==> src/rtl/multi_digit_display.sv <==
// Multiplexed 7-segment driver: hex or decimal (sequential double-dabble) display with
// leading-zero blanking, per-digit decimal points, overflow dashes and a Load/Busy handshake.
module multi_digit_display #(
    parameter int NUM_DIGITS = 8,
    parameter int DATA_W     = 32,
    parameter int DIV_W      = 17,
    parameter int ACTIVE_LOW = 1
) (
    input  logic                  Clk,
    input  logic                  Rst,
    input  logic [DATA_W-1:0]     Number,
    input  logic                  Load,
    input  logic                  HexMode,
    input  logic                  BlankLZ,
    input  logic [NUM_DIGITS-1:0] DpMask,
    output logic                  Busy,
    output logic                  Overflow,
    output logic [6:0]            out7,
    output logic                  dp_out,
    output logic [NUM_DIGITS-1:0] en_out
);

    // Smallest digit count whose decimal range covers every DATA_W-bit value.
    function automatic int bcd_digits(input int w);
        longint unsigned lim;
        longint unsigned p;
        int              n;
        lim = 64'd1 << w;
        p   = 64'd1;
        n   = 0;
        for (int i = 0; i < 12; i++) begin
            if (p < lim) begin
                p = p * 10;
                n++;
            end
        end
        return n;
    endfunction

    localparam int   BCD_N = bcd_digits(DATA_W);
    localparam int   CNT_W = $clog2(DATA_W);
    localparam int   IDX_W = (NUM_DIGITS > 1) ? $clog2(NUM_DIGITS) : 1;
    localparam int   HEX_W = (DATA_W > 4*NUM_DIGITS) ? DATA_W : 4*NUM_DIGITS;
    localparam int   BCD_W = (BCD_N > NUM_DIGITS) ? 4*BCD_N : 4*NUM_DIGITS;
    localparam logic POL   = (ACTIVE_LOW != 0);

    localparam logic [6:0] SEG_ZERO = 7'b1111110;
    localparam logic [6:0] SEG_DASH = 7'b0000001;

    function automatic logic [6:0] glyph(input logic [3:0] d);
        case (d)
            4'h0:    return 7'b1111110;
            4'h1:    return 7'b0110000;
            4'h2:    return 7'b1101101;
            4'h3:    return 7'b1111001;
            4'h4:    return 7'b0110011;
            4'h5:    return 7'b1011011;
            4'h6:    return 7'b1011111;
            4'h7:    return 7'b1110000;
            4'h8:    return 7'b1111111;
            4'h9:    return 7'b1111011;
            4'hA:    return 7'b1110111;
            4'hB:    return 7'b0011111;
            4'hC:    return 7'b1001110;
            4'hD:    return 7'b0111101;
            4'hE:    return 7'b1001111;
            default: return 7'b1000111;
        endcase
    endfunction

    logic                       busy_q;
    logic [CNT_W-1:0]           cnt_q;
    logic [DATA_W-1:0]          shift_q;
    logic [4*BCD_N-1:0]         bcd_q;
    logic [NUM_DIGITS-1:0][3:0] digits_q;
    logic                       ovf_q;
    logic                       blank_q, pend_blank_q;
    logic [NUM_DIGITS-1:0]      dpm_q, pend_dp_q;
    logic [DIV_W-1:0]           div_q;
    logic [IDX_W-1:0]           idx_q;
    logic [6:0]                 out7_q;
    logic                       dp_q;
    logic [NUM_DIGITS-1:0]      en_q;

    logic [HEX_W-1:0]           hex_ext;
    logic [NUM_DIGITS-1:0][3:0] hex_digits_d, dec_digits_d;
    logic                       hex_ovf_d, dec_ovf_d;
    logic [4*BCD_N-1:0]         bcd_adj, bcd_d;
    logic [BCD_W-1:0]           bcd_ext;
    logic [NUM_DIGITS-1:0]      blank_vec_d;
    logic                       zero_above;
    logic [6:0]                 seg_d;
    logic [NUM_DIGITS-1:0]      en_d;

    assign hex_ext   = HEX_W'(Number);
    assign hex_ovf_d = |(hex_ext >> (4*NUM_DIGITS));
    assign bcd_ext   = BCD_W'(bcd_d);
    assign dec_ovf_d = |(bcd_ext >> (4*NUM_DIGITS));

    // One shift-add-3 iteration: correct every BCD nibble >= 5, then shift in the next bit.
    // NOTE: every variable written in always_comb gets a default first so no latch is inferred.
    always_comb begin
        bcd_adj = bcd_q;
        for (int i = 0; i < BCD_N; i++) begin
            if (bcd_q[4*i +: 4] >= 4'd5) bcd_adj[4*i +: 4] = bcd_q[4*i +: 4] + 4'd3;
        end
        bcd_d = (bcd_adj << 1) | {{(4*BCD_N-1){1'b0}}, shift_q[DATA_W-1]};
        for (int k = 0; k < NUM_DIGITS; k++) begin
            hex_digits_d[k] = hex_ext[4*k +: 4];
            dec_digits_d[k] = bcd_ext[4*k +: 4];
        end
    end

    // NOTE: sequential state uses non-blocking assignments so all registers update together.
    always_ff @(posedge Clk) begin
        if (Rst) begin
            busy_q       <= 1'b0;
            cnt_q        <= '0;
            shift_q      <= '0;
            bcd_q        <= '0;
            digits_q     <= '0;
            ovf_q        <= 1'b0;
            blank_q      <= 1'b0;
            pend_blank_q <= 1'b0;
            dpm_q        <= '0;
            pend_dp_q    <= '0;
        end else if (!busy_q) begin
            if (Load) begin
                if (HexMode) begin
                    digits_q <= hex_digits_d;
                    ovf_q    <= hex_ovf_d;
                    blank_q  <= BlankLZ;
                    dpm_q    <= DpMask;
                end else begin
                    busy_q       <= 1'b1;
                    cnt_q        <= '0;
                    shift_q      <= Number;
                    bcd_q        <= '0;
                    pend_blank_q <= BlankLZ;
                    pend_dp_q    <= DpMask;
                end
            end
        end else begin
            shift_q <= shift_q << 1;
            bcd_q   <= bcd_d;
            cnt_q   <= cnt_q + CNT_W'(1);
            // Last iteration: publish digits, overflow and display modes in one edge.
            if (cnt_q == CNT_W'(DATA_W-1)) begin
                busy_q   <= 1'b0;
                digits_q <= dec_digits_d;
                ovf_q    <= dec_ovf_d;
                blank_q  <= pend_blank_q;
                dpm_q    <= pend_dp_q;
            end
        end
    end

    always_comb begin
        zero_above  = 1'b1;
        blank_vec_d = '0;
        for (int k = NUM_DIGITS-1; k >= 0; k--) begin
            blank_vec_d[k] = blank_q && zero_above && (digits_q[k] == 4'd0) &&
                             (k != 0) && !dpm_q[k];
            if (digits_q[k] != 4'd0) zero_above = 1'b0;
        end
        if (ovf_q)                   seg_d = SEG_DASH;
        else if (blank_vec_d[idx_q]) seg_d = 7'b0000000;
        else                         seg_d = glyph(digits_q[idx_q]);
        en_d = NUM_DIGITS'(1) << idx_q;
    end

    always_ff @(posedge Clk) begin
        if (Rst) begin
            div_q  <= '0;
            idx_q  <= '0;
            out7_q <= SEG_ZERO ^ {7{POL}};
            dp_q   <= POL;
            en_q   <= NUM_DIGITS'(1) ^ {NUM_DIGITS{POL}};
        end else begin
            div_q <= div_q + DIV_W'(1);
            if (&div_q) idx_q <= (idx_q == IDX_W'(NUM_DIGITS-1)) ? '0 : idx_q + IDX_W'(1);
            out7_q <= seg_d ^ {7{POL}};
            dp_q   <= dpm_q[idx_q] ^ POL;
            en_q   <= en_d ^ {NUM_DIGITS{POL}};
        end
    end

    assign Busy     = busy_q;
    assign Overflow = ovf_q;
    assign out7     = out7_q;
    assign dp_out   = dp_q;
    assign en_out   = en_q;

endmodule
==> config.mk <==
export PLATFORM = sky130hd
export DESIGN_NAME = multi_digit_display
export DESIGN_NICKNAME = d
export VERILOG_FILES = /design/src/rtl/multi_digit_display.sv
export SDC_FILE = /design/constraint.sdc
export NUM_CORES = 1
export LEC_CHECK = 0
export ABC_AREA = 1
export CAP_MARGIN = 5
export CORE_MARGIN = 2
export CORE_UTILIZATION = 59
export CTS_CLUSTER_SIZE = 24
export DETAILED_ROUTE_END_ITERATION = 12
export GPL_TIMING_DRIVEN = 0
export PLACE_DENSITY_LB_ADDON = 0.08
export SLEW_MARGIN = 15
export SYNTH_ARGS = -nofsm -noshare
export SYNTH_HDL_FRONTEND = slang
export SYNTH_SLANG_ARGS = --single-unit
export TNS_END_PERCENT = 100
==> constraint.sdc <==
create_clock -name Clk -period 2.2 [get_ports Clk]
set_clock_uncertainty 0.15 [all_clocks]
set_input_delay 0.44 -clock Clk [delete_from_list [all_inputs] [get_ports Clk]]
set_output_delay 0.44 -clock Clk [all_outputs]
set_load 0.01 [all_outputs]
# --- Word level (Yosys, flattened, before mapping) ---
# Memory sizes are Yosys's and may differ from the RTL's.
# Cells that the tools add are included.
totals:
  regBits: 165
  latchBits: 0
  mem_bits_rw: 0
  rom_bits: 112
  output_inout_bits: 18
  memories: 1
op_classes:
  n_addsub: 13
  mul: 0
  n_div: 0
  n_lt_le_gt_ge: 11
  n_eq_ne: 4
  n_shift: 1
  muxes: 54
  n_bitwise: 6
  n_reduce_logical: 49
mem_list:
  columns: ["name", "depth", "word_bits", "read_ports", "rd_clocked_by_memory_dff", "wr", "line", "text"]
  rows:
  - ["(no name shown)", 16, 7, 1, 0, 0, "51", "case (d)"]
ops:
  columns: ["cell", "count"]
  rows:
  - ["2-to-1 mux 32 bit", 7]
  - ["2-to-1 mux 40 bit", 3]
  - ["greater-or-equal comparator 4 x 3 -> 1 bit, second input constant", 10]
  - ["2-to-1 mux 4 bit", 10]
  - ["OR 40 x 1 -> 40 bit", 1]
  - ["adder 4 x 2 -> 4 bit, second input constant", 9]
  - ["2-to-1 mux 8 bit", 4]
  - ["zero test 4 bit", 7]
  - ["nonzero test 4 bit", 6]
  - ["logical AND 1 bit", 20]
  - ["2-to-1 mux 1 bit", 20]
  - ["adder 17 x 1 -> 17 bit, second input constant", 1]
  - ["AND reduction 17 bit", 1]
  - ["2-to-1 mux 5 bit", 3]
  - ["2-to-1 mux 7 bit", 2]
  - ["binary-select mux 4 bit (select 3 bit)", 1]
  - ["inverter 8 bit", 1]
  - ["OR reduction 8 bit", 1]
  - ["<< shifter 1 x 3 -> 8 bit, first input constant", 1]
  - ["zero test 1 bit", 7]
  - ["inverter 7 bit", 1]
  - ["binary-select mux 1 bit (select 3 bit)", 2]
  - ["2-to-1 mux 3 bit", 2]
  - ["AND reduction 3 bit", 2]
  - ["other kinds (11)", 16]

# --- Depth between registers and ports, before layout ---
# Gate-level depths: netlist of run 1.
logic_depth:
  word_depth: 15
  depth_mapped: 15
  mapped_depth_nobuf: 14

# --- Least setup slack after synthesis of run 1 ---
# OpenSTA, ideal clock, no wires.
synth_path:
  path_type: "register -> register"
  start: "register div_q[0]"
  end: "register idx_q[0]"
  setup_time_ns: 0.065
  t_arrival_ns: 1.786
  required_time_ns: 1.985
  setup_slack_ns: 0.199
  stages_incl_launch_ff: 15
  path_cell_list: "dfxtp_1 -> ha_1 -> nand2_1 -> inv_1 -> nand3_1 -> nor2_1 -> nand4_1 -> nor4_1 -> nand2_1 -> nor2_1 -> ha_1 -> inv_1 -> nor3_1 -> a21oi_1 -> nor2_1"
synth_via:
  elab_chain_len: 1
synth_lines:
  columns: ["element", "line", "text"]
  rows:
  - ["start: declaration", "79", "logic [DIV_W-1:0] div_q;"]
  - ["start signal: assignment", "180", "div_q <= div_q + DIV_W'(1);"]
  - ["AND reduction 17 bit", "181", "if (&div_q) idx_q <= (idx_q == IDX_W'(NUM_DIGITS-1)) ? '0 : idx_q + IDX_W'(1);"]
  - ["end signal: assignment", "181", null]
  - ["end: declaration", "80", "logic [IDX_W-1:0] idx_q;"]
# Every way passes these cells.
# A chain may end at the register's enable or synchronous reset.

# --- Worst setup path in the final report of run 1 ---
layout_path:
  start: "register div_q[1]"
  end: "register idx_q[0]"
# Same word-level chain as after synthesis.

==> results of run 1 <==
registers in the layout, summed over array words and instances, names as in the netlist, 7 cells and up:
name and flops:
en_out 8, shift_q 32, dpm_q 8, pend_dp_q 8, out7 7, div_q 17
digits_q 32, bcd_q 40
final timing paths:
path	endpoint	slack, ps	cells after the start
setup reg to reg	idx_q[0]$_SDFFE_PP0P_	-180	14
hold reg to reg	div_q[0]$_SDFF_PP0_	290	1
setup / recovery	idx_q[0]$_SDFFE_PP0P_	-180	14
hold / removal	div_q[0]$_SDFF_PP0_	290	1
logic make-up after synthesis:
group	synth area share, %
buffers and inverters	11.5
DFF	39.8
adders and majority gates	5.43
and+or+nand+nor	22.6
AOI/OAI and AO/OA	20.3
xor gates and xnor gates	0.422
area by class of cell:
cell class	instances	area, µm²
Buffer	61	312
Clock buffer	18	439
Clock inverter	14	176
Fill cell	1167	3950
Inverter	170	648
Multi-Input combinational cell	780	4120
Sequential cell	165	3310
Tap cell	180	225
Timing Repair Buffer	66	646
repair_timing:
item | in CTS | in global routing
endpoints found under the setup margin | 6 | 11
setup buffers | 1 | 5
pin swaps | 1 | 8
gates resized for setup | 9 | 21
metal layers:
layer | up-vias | routed length, µm | share of wire, % | GRT usage (%)
met5 | - | 0 | 0 | 0
met4 | 0 | 1180 | 5.0 | 16.6
met3 | 72 | 1980 | 8.3 | 5.99
met2 | 362 | 10500 | 44 | 50.8
met1 | 3748 | 10100 | 42 | 43.4
li1 | 4023 | - | - | -
synth_stat cells (all sizes together):
cell type	count
a211oi	3
o21a	2
clkbuf	23
o21bai	1
o221ai	15
nor2	122
a21oi	107
or2	10
ha	36
nand4	7
nor3	28
inv	170
nand2	215
dfxtp	165
xor2	3
o211ai	7
nor4	2
a31oi	24
o22ai	18
a221oi	1
o31ai	1
nand3b	2
and2	1
nor3b	1
xnor2	1
buf	38
and3	1
o21ai	122
a32oi	1
nand3	49
layout by cell type (no fill, tap or decap), types with 22 or more instances in the layout:
master           count
a21oi_1            106
a31oi_1             24
buf_2               26
clkbuf_1            22
clkdlybuf4s50_1     60
dfxtp_1            162
ha_1                34
inv_1              157
nand2_1            210
nand3_1             43
nor2_1             113
nor3_1              27
o21ai_0            107
per-stage QoR:
stage	setup WS, ps	utilization (%)	TNS, ps
after floorplan	199	-	0
after global placement	-154	66.0	-3070
after detailed placement	-185	66.0	-3920
after CTS	0.649	70.7	0
after global routing	-264	71.4	-1140
final	-177	71.4	-268
critical path: cells and delay by family (launching register included):
| family | cells | cell delay (ps) |
|---|---|---|
| flip-flops | 1 | 360 |
| adder cells (fa/ha/maj) | 2 | 370 |
| buffers and inverters | 2 | 130 |
| AND/OR/NAND/NOR | 9 | 1250 |
| AO/OA/AOI/OAI | 1 | 50 |
where the power goes:
part	internal, mW	total [mW]	switching [mW]
Combinational	0.334	0.911	0.577
Clock	1.82	3.12	1.30
Sequential	3.13	3.22	0.0981
Total	5.28	7.25	1.97
==> metrics.csv, run 1 <==
stage,metric,value,unit
worst_setup_path,required time worst endpoint,2420,ps
route,DRC violations left,0,
logic_synthesis,area share of the largest cell type after synthesis,39.8,%
worst_setup_path,CP max-delay cell,dfxtp_2,
clock_tree,root buf cell,clkbuf_16,
logic_synthesis,count of cell types in the netlist,45,
worst_setup_path,kind of start point of the critical path,register,
worst_setup_path,"Data arrival, critical path",2590,ps
sta,RSZ-0062 raised after global routing,true,
hold_path,origin of the worst min-delay path,div_q[0]$_SDFF_PP0_,
sta,endpoints failing hold,0,
die,number of placement rows,43,
die,num ports,63,
logic_synthesis,number of standard cells after synthesis,1176,
logic_synthesis,synthesized flop and latch total,165,
route,Starting DRT DRC Count,913,
place,input/output buffers,60,
global_routing,remaining global-route overflow,0,
global_routing,overall global routing resource usage,32.6,%
logic_synthesis,post-synthesis sequential area ratio,39.8,%
sta,Final min period,2380,ps
pwr,VDD IR max,0.528,mV
logic_synthesis,most area-hungry cell type in the Yosys netlist,dfxtp_1,
logic_synthesis,post-synth design cell area,8300,µm²
clock_tree,maximum count of clock buffers along a single path,2,
finish,share of cells above drive strength 1,9.97,%
finish,"non-filler cells, final",1454,
sta,minimum setup slack in the final design,-177,ps
clock_tree,Skew-Pair Late Insertion Delay,440,ps
finish,net count reported at finish,1342,
pwr,post-route total power,7.25,mW
run_status,violations in the final reports,negative setup slack,
worst_setup_path,"slowest stage delay, CP",360,ps
sta,final setup fails,6,
clock_tree,cts hold-fix bufs,0,
clock_tree,TritonCTS buffer count,17,
die,area enclosed by the die boundary,15000,µm²
hold_path,hold crit path type,register to register,
clock_tree,post-CTS clock slew at the launch and capture registers of the worst setup and hold paths,70,ps
logic_synthesis,Syn Nets,1257,
sta,Slew headroom,49.7,%
global_routing,wire length of the first global-routing pass,37.2,mm
sta,maximum clock rate,421,MHz
sta,number of pins with negative max-slew slack in the final report,0,
die,Die X-Extent,123,µm
global_routing,antenna violations before repair,0,
worst_setup_path,Worst Path Max Fanout,4,
worst_setup_path,"critical path, cell by cell",ha_4 -> nand2_4 -> inv_4 -> nand3_4 -> nor2_4 -> nand4_1 -> nor4_2 -> nand2_1 -> nor2_2 -> ha_2 -> inv_2 -> nor3_2 -> a21oi_2 -> nor2_1,
die,chip height,123,µm
place,post-detail-place hpwl,17.1,mm
logic_synthesis,total number of yosys warnings,0,
finish,synthesis-to-layout area growth,19.0,%
route,first drt pass iteration count,5,
place,placer's final routability congestion estimate,0.923,
route,Routed WL,23.8,mm
pwr,leakage power of the design,4.15,nW
sta,share of the clock period used by the worst path,108,%
global_routing,number of global-route vias before repair,7243,
die,starting density of the core,60.0,%
route,per-cell via count in the routed design,5.64,
route,routed wire length per instance,16.3,µm
finish,final instance area,9880,µm²
sta,final hold slack,289,ps
worst_setup_path,CP Capture Type,register,
worst_setup_path,critical path launch point,div_q[1]$_SDFF_PP0_,
place,total instance count after detailed placement,1416,
clock_tree,number of H-tree branching levels,4,
sta,Worst Tran Pin Value,754,ps
clock_tree,TritonCTS clock tree,built,
run_status,result of the run,"finished, violations left",
worst_setup_path,R2R Path Start,div_q[1]$_SDFF_PP0_,
die,area of the placeable core,13800,µm²
finish,Antenna Cells,0,
place,Post-Place Cell Area,9130,µm²
global_routing,maximum number of pins on one net before global-route repair,17,
pwr,PwrDens,735,nW/µm²
flow_run,number of max-cap violations,0,
logic_synthesis,average footprint of a synthesized cell,7.06,µm²
route,vias after detailed routing,8205,
route,number of antenna-violating nets in the routed design,0,
worst_setup_path,WS Path Type,register to register,
logic_synthesis,cell types occupying the most area after synthesis,"dfxtp_1 40%, nand2_1 9.5%, inv_1 7.3%",
clock_tree,number of clock sinks,165,
Power figures use the tool's default switching activity.
==> inputs of run 2 (changes only) <==
- CAP_MARGIN: 5 -> 20
==> results of run 2 <==
Same layout as run 1: the final DEF is identical, and so are final timing and power.
==> inputs of run 3 (changes only) <==
- ABC_AREA: 1 -> not set
- CORE_MARGIN: 2 -> 10
- SKIP_CTS_REPAIR_TIMING: not set -> 1
==> run 3 against run 2 <==
The run still ends with negative setup slack left. Sequential cell count stayed put. Non-clock buffer count increased by 16. Synthesized area decreased by 1.9%. Cell count fell by 11%. Sequential share of layout area shrank 0.34 points. Sequential power down 2%.
==> metrics.csv, run 3 <==
stage,metric,value,unit,change
run_status,result of the run,"finished, violations left",,
run_status,violations in the final reports,negative setup slack,,
clock_tree,number of clock sinks,165,,unchanged
logic_synthesis,area share of the largest cell type after synthesis,40.6,%,+0.78 points
logic_synthesis,post-synthesis sequential area ratio,40.6,%,+0.78 points
clock_tree,Skew-Pair Late Insertion Delay,430,ps,about the same
logic_synthesis,number of enable-type register cells in the synthesized netlist,0,,unchanged
clock_tree,maximum count of clock buffers along a single path,2,,unchanged
finish,"commonest non-fill, non-tap cell in the layout",dfxtp_1,,
global_routing,wire length of the first global-routing pass,36.4,mm,-2.2%
sta,Worst Tran Pin Value,746,ps,-8.55 ps
worst_setup_path,cells on worst reg2reg path,8,,-6
die,area enclosed by the die boundary,18900,µm²,+26%
place,Post-Place Cell Area,9030,µm²,-1.0%
pwr,switching share of power,26.5,%,-0.67 points
pwr,post-route total power,7.13,mW,-1.7%
worst_setup_path,R2R Path Start,idx_q[0]$_SDFFE_PP0P_,,
logic_synthesis,Syn Nets,1095,,-13%
sta,RSZ-0062 raised after global routing,true,,
die,chip height,137,µm,+12%
die,Die X-Extent,137,µm,+12%
finish,Final Util,74.5,%,+3.1 points
route,number of antenna-violating nets in the routed design,0,,unchanged
finish,largest registers ranked by flip-flop count,"bcd_q (40), digits_q (32), shift_q (32)",,
die,number of placement rows,42,,-2.3%
hold_path,number of cells traversed by the worst hold path,2,,+1
place,post-detail-place hpwl,17.0,mm,-0.62%
finish,number of flip-flops in the largest register,40,,unchanged
logic_synthesis,most frequent cell after synthesis,dfxtp_1,,
pwr,Flop pwr share,44.5,%,about the same
sta,minimum setup slack in the final design,-193,ps,-16.2 ps
logic_synthesis,most frequent cells after synthesis,"165 x dfxtp_1, 150 x nand2_1, 146 x a21oi_1, 131 x nor2_1, 52 x clkbuf_1",,
hold_path,hold crit path type,register to register,,
sta,endpoints failing hold,0,,unchanged
clock_tree,root buf cell,clkbuf_16,,
logic_synthesis,average footprint of a synthesized cell,8.03,µm²,+14%
route,routed wire length per instance,18.6,µm,+14%
sta,final hold slack,305,ps,+15.9 ps
pwr,VDD IR max,0.610,mV,+15%
finish,"non-filler cells, final",1301,,-11%
worst_setup_path,CP Capture Type,register,,
sta,Final min period,2390,ps,+16.2 ps
pwr,PwrDens,714,nW/µm²,-2.7%
finish,share of cells above drive strength 1,11.0,%,+1.1 points
worst_setup_path,Worst Path Max Fanout,5,,+1
logic_synthesis,post-synth design cell area,8140,µm²,-1.9%
global_routing,maximum number of pins on one net before global-route repair,17,,unchanged
finish,"leading cell types in the layout, fill and taps excluded","161 x dfxtp_1, 149 x nand2_1, 143 x a21oi_1",,
route,Routed WL,24.2,mm,+1.6%
finish,Antenna Cells,0,,unchanged
route,vias after detailed routing,7735,,-5.7%
clock_tree,TritonCTS buffer count,17,,unchanged
sta,share of the clock period used by the worst path,109,%,+0.74 points
route,first drt pass iteration count,7,,+2
pwr,clock share of power,43.6,%,+0.6 points
route,per-cell via count in the routed design,5.95,,+5.4%
sta,maximum clock rate,418,MHz,-0.68%
logic_synthesis,synthesized flop and latch total,165,,unchanged
clock_tree,TritonCTS clock tree,built,,
clock_tree,post-CTS clock slew at the launch and capture registers of the worst setup and hold paths,70,ps,about the same
global_routing,overall global routing resource usage,24.7,%,-8.0 points
place,placer's final routability congestion estimate,0.979,,+6.1%
pwr,power spent charging and discharging nets,1.89,mW,-4.1%
sta,number of pins with negative max-slew slack in the final report,0,,unchanged
route,Starting DRT DRC Count,783,,-14%
global_routing,antenna violations before repair,0,,unchanged
logic_synthesis,async set or reset register ratio after synthesis,0,%,unchanged
die,starting density of the core,60.7,%,+0.72 points
logic_synthesis,count of cell types in the netlist,49,,+8.9%
logic_synthesis,most area-hungry cell type in the Yosys netlist,dfxtp_1,,
pwr,leakage power of the design,3.85,nW,-7.1%
logic_synthesis,total number of yosys warnings,0,,unchanged
worst_setup_path,critical path launch point,idx_q[0]$_SDFFE_PP0P_,,
global_routing,number of global-route vias before repair,7056,,-2.6%
die,num ports,63,,unchanged
logic_synthesis,number of standard cells after synthesis,1014,,-14%
worst_setup_path,kind of start point of the critical path,register,,
place,total instance count after detailed placement,1251,,-12%
finish,register with the highest flop count,bcd_q,,
worst_setup_path,WS Path Type,register to register,,
logic_synthesis,cell types occupying the most area after synthesis,"dfxtp_1 41%, a21oi_1 9.0%, nand2_1 6.9%",,
finish,synthesis-to-layout area growth,22.6,%,
route,DRC violations left,0,,unchanged
hold_path,origin of the worst min-delay path,pend_dp_q[0]$_SDFFE_PP0P_,,
finish,final instance area,9980,µm²,+1.1%
hold_path,terminating pin of the worst hold path,pend_dp_q[0]$_SDFFE_PP0P_,,
die,area of the placeable core,13400,µm²,-3.1%
global_routing,remaining global-route overflow,0,,unchanged
sta,Slew headroom,49.6,%,-0.080 points
clock_tree,number of H-tree branching levels,4,,unchanged
sta,final setup fails,7,,+1
finish,net count reported at finish,1193,,-11%
flow_run,number of max-cap violations,0,,unchanged
worst_setup_path,reg-to-reg setup timing slack,-190,ps,-20 ps
pwr,combinational fraction of design power,11.9,%,-0.7 points
worst_setup_path,required time worst endpoint,2350,ps,-70 ps
place,input/output buffers,61,,+1.7%
logic_synthesis,dominant synthesized flop cell,dfxtp_1,,
pwr,internal power,5.24,mW,-0.81%
worst_setup_path,"Data arrival, critical path",2550,ps,-40 ps
worst_setup_path,destination of the worst register-to-register timing path,out7[0]$_SDFF_PP1_,,
-- run 3: cell types whose count changed after synthesis, sizes merged, moves of 15 or more --
cell,delta
inv,-134
o21ai,-85
nand2,-65
a21oi,+40
nand2b,+39
clkbuf,+29
nand3,-29
buf,-25
a31oi,-23
mux2i,+23
nor3,-19
xnor2,+19
a311oi,+18
o221ai,-15
-- run 3: worst max-delay path by stage --
stage / endpoint / slack (ps) / depth (start not counted)
6_report: out7[0]$_SDFF_PP1_ / -190 / 8
5_1_grt: out7[0]$_SDFF_PP1_ / -250 / 8
4_1_cts: digits_q[26]$_SDFFE_PP0P_ / -550 / 9
3_5_place_dp: shift_q[26]$_SDFFE_PP0P_ / -650 / 8
3_3_place_gp: shift_q[26]$_SDFFE_PP0P_ / -600 / 8
2_1_floorplan: out7[0]$_SDFF_PP1_ / -50 / 8
-- run 3: final cells by class --
cell class / instances / area (µm²)
fillers: 1044 / 3420
inverters: 36 / 138
clock buffers: 18 / 429
well taps: 176 / 220
multi-input cells: 749 / 4580
flip-flops and latches: 165 / 3310
repair buffers: 80 / 782
plain buffers: 63 / 343
clock inverters: 14 / 175
-- run 3: worst max-delay path: stages (launching register included) --
cell and delay, ps:
dfxtp_4 390, buf_12 130, mux4_2 550, mux2i_4 250, inv_2 100, ha_4 180
mux2i_1 120, nor3_1 50, or3_1 360
-- run 3: logic make-up after synthesis --
family,count (synthesis),share of synthesized area [%]
muxes,34,5.90
buffers and inverters,101,5.00
xor gates and xnor gates,29,3.12
and+or+nand+nor,396,21.6
AOI/OAI and AO/OA,253,18.2
DFF,165,40.6
adders and majority gates,36,5.53
-- run 3: power groups by stage --
stage | Sequential (mW) | Combinational (mW) | Clock (mW)
3_3_place_gp | 3.23 | 0.758 | 0
4_1_cts | 3.17 | 0.772 | 3.10
6_report | 3.17 | 0.851 | 3.11
5_1_grt | 3.18 | 0.916 | 3.22
2_1_floorplan | 3.21 | 0.463 | 0
3_5_place_dp | 3.23 | 0.766 | 0
-- run 3: per-layer routing --
| metal | vias to the layer above | share of wire [%] | global-route usage (%) |
|---|---|---|---|
| met5 | - | 0 | 0 |
| met4 | 0 | 3.8 | 11.5 |
| met2 | 365 | 47 | 39.3 |
| met1 | 3637 | 41 | 31.3 |
| met3 | 61 | 8.0 | 5.10 |
| li1 | 3672 | - | - |
-- run 3: metrics by stage --
step | setup WS [ps] | TNS, ps
finish | -193 | -970
global route | -251 | -1520
CTS | -555 | -27380
detailed placement | -650 | -44620
global placement | -602 | -40620
floorplan | -48.3 | -51.6
